<file path="src/rtl/tpc_pkg.sv">
// -----------------------------------------------------------------------------
// tpc_pkg
// Shared definitions for the test-port write capture block:
//   - capture FSM state encoding
//   - default test-port address and session delimiter symbols
//   - little-endian bus to readable-order byte swap
// -----------------------------------------------------------------------------
package tpc_pkg;

  typedef enum logic [1:0] {
    IDLE    = 2'b00,
    CAPTURE = 2'b01,
    DONE    = 2'b10
  } tpc_state_e;

  localparam logic [29:0] TPC_TEST_PORT    = 30'h10;
  localparam logic [31:0] TPC_BEGIN_SYMBOL = 32'h0000_0168;
  localparam logic [31:0] TPC_END_SYMBOL   = 32'hFFFF_FD5D;

  // The CPU stores words little-endian; the checker compares readable order.
  function automatic logic [31:0] tpc_bswap(input logic [31:0] d);
    return {d[7:0], d[15:8], d[23:16], d[31:24]};
  endfunction

endpackage

</file>
<file path="src/rtl/tpc_fifo.sv">
// -----------------------------------------------------------------------------
// tpc_fifo
// Generic synchronous FIFO, no bypass: a pushed word appears at the head one
// cycle after the push. A push while full is accepted only if a pop happens in
// the same cycle. Synchronous active-low reset empties the FIFO.
//
// Ports:
//   clk      in   clock
//   rst_ni   in   synchronous active-low reset
//   push_i   in   write data_i this cycle
//   data_i   in   WIDTH-bit write data
//   pop_i    in   remove head this cycle (ignored when empty)
//   data_o   out  head word (undefined content when empty)
//   full_o   out  DEPTH words stored
//   empty_o  out  no words stored
// -----------------------------------------------------------------------------
module tpc_fifo #(
  parameter int DEPTH = 4,
  parameter int WIDTH = 32
) (
  input  logic             clk,
  input  logic             rst_ni,
  input  logic             push_i,
  input  logic [WIDTH-1:0] data_i,
  input  logic             pop_i,
  output logic [WIDTH-1:0] data_o,
  output logic             full_o,
  output logic             empty_o
);

  localparam int AW = $clog2(DEPTH);

  logic [WIDTH-1:0] mem_q [DEPTH];
  logic [AW:0]      wptr_q;
  logic [AW:0]      rptr_q;
  logic             do_push;
  logic             do_pop;

  // Extra pointer MSB distinguishes full from empty when the indices match.
  assign empty_o = (wptr_q == rptr_q);
  assign full_o  = (wptr_q[AW] != rptr_q[AW]) &&
                   (wptr_q[AW-1:0] == rptr_q[AW-1:0]);

  assign do_pop  = pop_i && !empty_o;
  assign do_push = push_i && (!full_o || do_pop);

  // NOTE: storage is deliberately not reset; emptiness is tracked by the
  // pointers alone, so stale entries are never observable.
  always_ff @(posedge clk) begin
    if (do_push) mem_q[wptr_q[AW-1:0]] <= data_i;
  end

  always_ff @(posedge clk) begin
    if (!rst_ni) begin
      wptr_q <= '0;
      rptr_q <= '0;
    end else begin
      if (do_push) wptr_q <= wptr_q + (AW+1)'(1);
      if (do_pop)  rptr_q <= rptr_q + (AW+1)'(1);
    end
  end

  assign data_o = mem_q[rptr_q[AW-1:0]];

endmodule

</file>
<file path="src/rtl/testport_write_capture.sv">
// -----------------------------------------------------------------------------
// testport_write_capture
// Snoops the CPU data-memory write bus and turns writes to the test port into a
// clean stream of readable-order result words for the bench checker. A session
// opens on BEGIN_SYMBOL (not forwarded) and closes after END_SYMBOL is queued.
// A write held across a D-cache stall counts once (rising edge of wen).
//
// Optional feature (macro TPC_TIMEOUT_EN): idle watchdog that ends a capture
// session after TIMEOUT cycles without a write event and sets a sticky flag.
//
// Ports:
//   clk         in   clock
//   rst         in   synchronous active-low reset
//   addr        in   [29:0] bus word address
//   data        in   [31:0] bus write data, little-endian
//   wen         in   bus write enable (may be held during stalls)
//   out_valid   out  FIFO head holds a word
//   out_data    out  [31:0] head word, readable order, 0 when empty
//   out_last    out  head word is END_SYMBOL
//   out_ready   in   checker consumes the head this cycle
//   busy        out  capture session active
//   done        out  session finished (left only by reset)
//   overflow    out  sticky: a word was dropped on a full FIFO
//   timeout     out  sticky watchdog flag (0 without TPC_TIMEOUT_EN)
//   word_count  out  [7:0] words queued this session, saturating at 255
// -----------------------------------------------------------------------------
module testport_write_capture
  import tpc_pkg::*;
#(
  parameter logic [29:0] TEST_PORT    = TPC_TEST_PORT,
  parameter logic [31:0] BEGIN_SYMBOL = TPC_BEGIN_SYMBOL,
  parameter logic [31:0] END_SYMBOL   = TPC_END_SYMBOL,
  parameter int          DEPTH        = 4
`ifdef TPC_TIMEOUT_EN
  ,
  parameter logic [15:0] TIMEOUT      = 16'd4096
`endif
) (
  input  logic        clk,
  input  logic        rst,
  input  logic [29:0] addr,
  input  logic [31:0] data,
  input  logic        wen,
  output logic        out_valid,
  output logic [31:0] out_data,
  output logic        out_last,
  input  logic        out_ready,
  output logic        busy,
  output logic        done,
  output logic        overflow,
  output logic        timeout,
  output logic [7:0]  word_count
);

  tpc_state_e  state_q;
  logic        wen_q;
  logic        overflow_q;
  logic [7:0]  word_count_q;

  logic [31:0] swapped;
  logic        wr_event;
  logic        fifo_full;
  logic        fifo_empty;
  logic [31:0] fifo_head;
  logic        pop;
  logic        push_req;
  logic        push_ok;
  logic        drop;
  logic        timeout_hit;

  assign swapped  = tpc_bswap(data);
  assign wr_event = wen && !wen_q && (addr == TEST_PORT);

  assign pop      = !fifo_empty && out_ready;
  assign push_req = (state_q == CAPTURE) && wr_event;
  // A full FIFO still accepts the word if the checker frees a slot this cycle.
  assign push_ok  = push_req && (!fifo_full || pop);
  assign drop     = push_req && fifo_full && !pop;

  tpc_fifo #(
    .DEPTH (DEPTH),
    .WIDTH (32)
  ) u_fifo (
    .clk     (clk),
    .rst_ni  (rst),
    .push_i  (push_ok),
    .data_i  (swapped),
    .pop_i   (pop),
    .data_o  (fifo_head),
    .full_o  (fifo_full),
    .empty_o (fifo_empty)
  );

`ifdef TPC_TIMEOUT_EN
  logic [15:0] idle_cnt_q;
  logic        timeout_q;

  assign timeout_hit = (state_q == CAPTURE) && !wr_event && (idle_cnt_q == TIMEOUT);

  always_ff @(posedge clk) begin
    if (!rst) begin
      idle_cnt_q <= '0;
      timeout_q  <= 1'b0;
    end else if (state_q != CAPTURE || wr_event) begin
      idle_cnt_q <= '0;
    end else if (timeout_hit) begin
      timeout_q  <= 1'b1;
    end else begin
      idle_cnt_q <= idle_cnt_q + 16'd1;
    end
  end

  assign timeout = timeout_q;
`else
  assign timeout_hit = 1'b0;
  assign timeout     = 1'b0;
`endif

  // NOTE: all state here uses non-blocking assignments so every register
  // samples pre-edge values; blocking would make results depend on order.
  always_ff @(posedge clk) begin
    if (!rst) begin
      state_q      <= IDLE;
      wen_q        <= 1'b0;
      overflow_q   <= 1'b0;
      word_count_q <= '0;
    end else begin
      wen_q <= wen;
      if (drop) overflow_q <= 1'b1;
      if (push_ok && word_count_q != 8'hFF) word_count_q <= word_count_q + 8'd1;
      case (state_q)
        IDLE:    if (wr_event && swapped == BEGIN_SYMBOL) state_q <= CAPTURE;
        // A dropped END_SYMBOL does not close the session.
        CAPTURE: if ((push_ok && swapped == END_SYMBOL) || timeout_hit) state_q <= DONE;
        DONE:    state_q <= DONE;
        default: state_q <= IDLE;
      endcase
    end
  end

  assign out_valid  = !fifo_empty;
  assign out_data   = fifo_empty ? 32'h0 : fifo_head;
  assign out_last   = !fifo_empty && (fifo_head == END_SYMBOL);
  assign busy       = (state_q == CAPTURE);
  assign done       = (state_q == DONE);
  assign overflow   = overflow_q;
  assign word_count = word_count_q;

endmodule

</file>
<file path="config.mk">
export PLATFORM = sky130hd
export DESIGN_NAME = testport_write_capture
export DESIGN_NICKNAME = d
export VERILOG_FILES = /design/src/rtl/tpc_pkg.sv /design/src/rtl/tpc_fifo.sv /design/src/rtl/testport_write_capture.sv
export SDC_FILE = /design/constraint.sdc
export NUM_CORES = 1
export LEC_CHECK = 0
export BUFFER_PORTS_ARGS = -buffer_cell sky130_fd_sc_hd__buf_2
export CORE_ASPECT_RATIO = 1.1
export CORE_MARGIN = 2
export CORE_UTILIZATION = 50
export CTS_BUF_LIST = sky130_fd_sc_hd__clkbuf_4 sky130_fd_sc_hd__clkbuf_8 sky130_fd_sc_hd__clkbuf_16
export CTS_CLUSTER_DIAMETER = 30
export CTS_CLUSTER_SIZE = 10
export DETAILED_ROUTE_END_ITERATION = 10
export GPL_TIMING_DRIVEN = 1
export HOLD_SLACK_MARGIN = 0.02
export PLACE_DENSITY = 0.83
export SLEW_MARGIN = 20
export SYNTH_ARGS = -nofsm -noshare
export SYNTH_HDL_FRONTEND = slang
export SYNTH_SLANG_ARGS = --single-unit
export TNS_END_PERCENT = 100
</file>
<file path="constraint.sdc">
create_clock -name clk -period 2.1 [get_ports clk]
set_input_delay 0.21 -clock clk [delete_from_list [all_inputs] [get_ports clk]]
set_output_delay 0.21 -clock clk [all_outputs]
set_load 0.005 [all_outputs]
</file>
==> results.yml, run 1 <==
worst_setup_path:
  arrival_ns: 2.25
  worstSetupPathType: "flop to output pin"
  cp_max_fo: 9
  crit_family: "simple AND/OR/NAND/NOR gates"
  critPathRequiredTime_ns: 1.89
  endpoint_kind: "output pin"
  slowest_stage: "mux4_2"
  critPathBufInv: 2
  path_cells: "buf_4 -> mux4_2 -> nand4_1 -> nor4_2 -> and4_1 -> buf_2"
  critPathLaunchType: "flop"
  cpPeakStageDelay_ns: 0.39
power_and_ir_drop:
  peakVddDrop_uv: 549
  total_power_w: 0.00657
  power_density_nw_per_um2: 831
  leakagePower_nw: 2.89
synth:
  synthFlopType: "edfxtp_1"
  synth_top_area_share_pct: 61.7
  synth.area.top_cells: "edfxtp_1 (62%), mux4_2 (12%), dfxtp_1 (6.4%)"
  ys_async_sr_fraction_pct: 0
  yosysWarningCount: 0
  synth.avg_cell_area_sq_um: 17.7
  ys_seq_area_share_pct: 68.2
  netlist_instances: 351
  synth.distinct_cells: 37
  ys_seq_elements: 148
  synth_top_area_cell: "edfxtp_1"
  synth_fp_nets: 427
  synth_edf_count: 128
  syn_area_sq_um: 6230
global_route:
  grt_pass1_wl_mm: 21.4
  grt_pass1_vias: 3958
  antenna_found_initial: 0
  grt.total_usage_pct: 22.4
  grt_start_max_net_pins: 33
  grt_overflow: 0
floorplanning:
  initial_core_util_pct: 51.5
  coreArea_sq_um: 12100
  die_area_sq_um: 13400
  io_pins: 112
  die-width_microns: 110
  die_h_microns: 121
  row_count: 42
timing:
  worst_slack_ns: -0.364
  tightest_slew_ns: 0.498
  slew_viol_final: 0
  setup_violations: 13
  fin_skew_ns: 0.0161
  rsz0062_at_grt: "true"
  finalCritPeriodShare_pct: 117
  slew_headroom_pct: 66.5
  setup_tns_ns: -1.02
  period_needed_ns: 2.46
  hold_violations: 0
  max_freq_mhz: 406
finish:
  final_common_cell: "edfxtp_1"
  final_layout_size_suffix_gt1_share_pct: 44.8
  fin_cells: 661
  antenna_cells: 0
  final_cell_mix: "edfxtp_1 (128), buf_2 (107), and2_1 (42), mux4_2 (32)"
  n_fill_cell: 828
  area_delta_synth_final_pct: 27.1
  nets: 571
drt:
  vias_per_cell: 5.67
  wl_per_cell_microns: 21.1
  first_pass_iters: 4
  drc: 0
  num_vias: 3751
  finalWirelength_mm: 13.9
  drtIter0Drc: 227
  final_antenna_net_count: 0
clock_network:
  cts_root_buf: "clkbuf_16"
  cts_tree: "done"
  cts_max_path_buffers: 2
  htreeDepth: 4
  cts_buffers: 17
  clkLatencyLatePin_ns: 0.42
  path_clk_slew_ns: 0.06
  clock-sinks: 148
status:
  status: "finished, violations left"
  violations: "setup timing"
placed_design:
  placed_cells: 621
  port_buffers: 110
  place_hpwl_mm: 8.89
  gp_congestion: 0.753
  place_ws_ns: -0.0609
run:
  drv_cap: 0
worst_hold_path:
  hold_class: "primary input to flop"
## layer usage
metal  track usage [%]  wire length, microns  up-vias
li1                  -                     -     1684
met1              26.1                  5270     1878
met2              39.8                  7640      170
met3              6.50                   840       19
met4              6.41                   189        0
met5                 0                     0        -
## repair_timing
action / CTS / global route
pin swaps: 2 / 2
endpoints found under the setup margin: 33 / 145
hold buffers: 3 / 0
cloned: 0 / 0
setup buffers: 1 / 5
hold endpoints to repair: 7 / 0
gates resized for setup: 5 / 17
## path summary, 6_finish.rpt
| path | start | depth (start not counted) | slack, ns | end |
|---|---|---|---|---|
| max | flop | 6 | -0.36 | out_last |
| min | data[16] | 1 | 0.02 | u_fifo.mem_q[3][8]$_DFFE_PP_ |
| max reg2reg | u_fifo.wptr_q[1]$_SDFFE_PN0N_ | 5 | 0.23 | u_fifo.mem_q[3][21]$_DFFE_PP_ |
| min reg2reg | state_q[0]$_SDFFE_PN0P_ | 2 | 0.49 | state_q[0]$_SDFFE_PN0P_ |
## state kept, by name, summed over array words and instances (netlist names), named ones only
name,count
word_count,8
u_fifo.rptr_q,3
wen_q,1
overflow,1
state_q,2
u_fifo.wptr_q,3
u_fifo.mem_q,128
## where the power goes
group | leakage [nW] | total, W | internal, W | switching, W
clock network | 0.308 | 0.00324 | 0.00213 | 0.00112
registers | 1.31 | 0.00319 | 0.00319 | 0.000000218
logic | 1.27 | 0.000140 | 0.0000581 | 0.0000815
## synth_stat cells, drive strengths merged (4+ instances only)
library cell / count
edfxtp: 128
and2: 49
mux4: 32
dfxtp: 20
nor4: 17
nand4: 13
ha: 10
nand2: 10
xnor2: 10
buf: 8
nand3: 7
and4: 5
clkbuf: 5
inv: 4
mux2i: 4
xor2: 4
## final cells by class
cell class	instances	area, sq um	share of cell area [%]
clock inverters	11	184	2.32
clock buffers	20	448	5.66
inverters	4	15.0	0.190
flip-flops and latches	148	4250	53.7
multi-input cells	186	1950	24.7
well taps	154	193	2.44
repair buffers	138	868	11.0
## through the flow
stage          cell area [sq um]  utilization, %  hold WS [ns]
2_1_floorplan               6230               -         0.309
3_3_place_gp                7100            58.7         0.427
3_5_place_dp                7100            58.7         0.430
4_1_cts                     7790            64.5        0.0257
5_1_grt                     7910            65.5        0.0271
6_report                    7910            65.5        0.0245
## cell families (layout without fill, tap and decap cells)
family / after synthesis / after routing / share of synthesized area (%)
other: 1 / 1 / 0.0602
muxes: 36 / 36 / 12.2
and+or+nand+nor: 121 / 121 / 13.4
DFF: 148 / 148 / 68.2
AOI/OAI and AO/OA: 4 / 4 / 0.623
adders and majority gates: 10 / 10 / 2.01
buffers and inverters: 17 / 173 / 1.57
xor gates and xnor gates: 14 / 14 / 1.97
Note: power is estimated with default switching activity, not from simulation.
==> inputs of run 2 (changes only) <==
Settings changed: CORE_UTILIZATION 50 to 40, PLACE_DENSITY 0.83 to 0.7.
==> run 2 against run 1 <==
  * The flow still finishes with violations (setup timing)
  * Worst hold slack improved by 0.014 ns
  * First-iteration DRC count increased by 26%
  * Register-to-register slack got worse by 0.03 ns
  * Die area increased by 24%
  * Routed wire length decreased by 3.3%
  * Largest power group is now registers
==> results.yml, run 2 (same netlist as run 1, synthesis figures left out) <==
placed_design:
  gp_congestion: 0.736
  place_hpwl_mm: 9.46
  place_ws_ns: 0.0197
  placed_cells: 675
  port_buffers: 110
run:
  drv_cap: 0
power_and_ir_drop:
  leakagePower_nw: 2.96
  peakVddDrop_uv: 460
  total_power_w: 0.00606
  power_density_nw_per_um2: 747
worst_setup_path:
  cp_max_fo: 5
  worstSetupPathType: "flop to output pin"
  critPathRequiredTime_ns: 1.89
  arrival_ns: 2.22
  endpoint_kind: "output pin"
  critPathLaunchType: "flop"
finish:
  fin_cells: 721
  final_common_cell: "edfxtp_1"
  final_layout_size_suffix_gt1_share_pct: 46.7
  area_delta_synth_final_pct: 30.3
  final_cell_mix: "edfxtp_1 (128), buf_2 (105), and2_1 (37), mux4_2 (32), buf_4 (22)"
  antenna_cells: 0
  largest_register_ffs: 128
  n_fill_cell: 1211
  nets: 588
global_route:
  grt.total_usage_pct: 17.1
  grt_pass1_vias: 3851
  grt_overflow: 0
  grt_start_max_net_pins: 22
  antenna_found_initial: 0
  grt_pass1_wl_mm: 20.6
floorplanning:
  die_h_microns: 135
  die-width_microns: 123
  initial_core_util_pct: 41.2
  coreArea_sq_um: 15100
  die_area_sq_um: 16600
  row_count: 47
  io_pins: 112
clock_network:
  cts_buffers: 17
  cts_tree: "done"
  cts_root_buf: "clkbuf_16"
  cts_max_path_buffers: 2
  clkLatencyLatePin_ns: 0.42
  clock-sinks: 148
  path_clk_slew_ns: 0.06
  htreeDepth: 4
drt:
  num_vias: 3713
  first_pass_iters: 4
  final_antenna_net_count: 0
  wl_per_cell_microns: 18.7
  drc: 0
  finalWirelength_mm: 13.5
  drtIter0Drc: 286
  vias_per_cell: 5.15
timing:
  fin_skew_ns: 0.00533
  tightest_slew_ns: 0.510
  setup_tns_ns: -1.53
  max_freq_mhz: 411
  finalCritPeriodShare_pct: 116
  setup_violations: 18
  slew_headroom_pct: 65.7
  holdWs_ns: 0.0386
  worst_slack_ns: -0.331
  period_needed_ns: 2.43
  hold_violations: 0
  rsz0062_at_grt: "true"
  slew_viol_final: 0
worst_hold_path:
  hold_class: "primary input to flop"
status:
  violations: "setup timing"
  status: "finished, violations left"
run 2: changes by cell type in the layout (fill, tap and decap cells not counted), sizes merged:
| cell | delta |
|---|---|
| buf | +13 |
| clkinv | +6 |
| bufinv | -4 |
| dlygate4sd3 | +3 |
run 2: area by class of cell:
type	instances	area, sq um	area share (%)
clock buffer	19	440	5.43
sequential	148	4250	52.4
timing repair buffer	155	1100	13.6
inverter	4	15.0	0.185
tap	196	245	3.02
multi-input combinational	186	1960	24.2
clock inverter	13	92.6	1.14
run 2: critical path: stages (launching register included):
cell      delay, ns
dfxtp_4        0.36
buf_8          0.14
buf_12         0.13
mux4_2         0.35
nand4b_1       0.13
nor4_2         0.33
and4_1         0.25
buf_2          0.11
run 2: per-stage QoR:
step | cell area (sq um) | util (%)
floorplan | 6230 | -
global placement | 7290 | 48.2
detailed placement | 7290 | 48.2
CTS | 7930 | 52.4
global route | 8110 | 53.7
finish | 8110 | 53.7
run 2: per-layer routing:
metal | up-vias | GRT usage (%) | share of wire, %
met4 | 0 | 5.68 | 1.2
met3 | 14 | 5.15 | 6.0
met1 | 1863 | 20.7 | 40
met2 | 118 | 28.9 | 53
li1 | 1718 | - | -
met5 | - | 0 | 0
run 2: report_power, final:
group	total (W)	switching [W]	internal, W	leakage (nW)
Combinational	0.000145	0.0000824	0.0000625	1.38
Sequential	0.00319	0.000000186	0.00319	1.31
Clock	0.00272	0.00110	0.00162	0.268
run 2: what timing repair did:
action                                 4_1_cts  5_1_grt
buffers inserted                             1        6
setup endpoints to repair                   33       90
endpoints found under the hold margin       18        0
resized for setup                            9       22
hold buffers                                 6        0
gates cloned                                 0        1
pin swaps                                    4       11
run 2: final timing paths:
kind	start	to	slack [ns]	cells after the start
worst min register to register	state_q[1]$_SDFFE_PN0P_	state_q[1]$_SDFFE_PN0P_	0.49	2
worst max register to register	u_fifo.wptr_q[1]$_SDFFE_PN0N_	u_fifo.wptr_q[2]$_SDFFE_PN0N_	0.20	7
worst min-delay path	data[25]	u_fifo.mem_q[2][1]$_DFFE_PP_	0.04	1
worst max-delay path	flop	out_last	-0.33	7
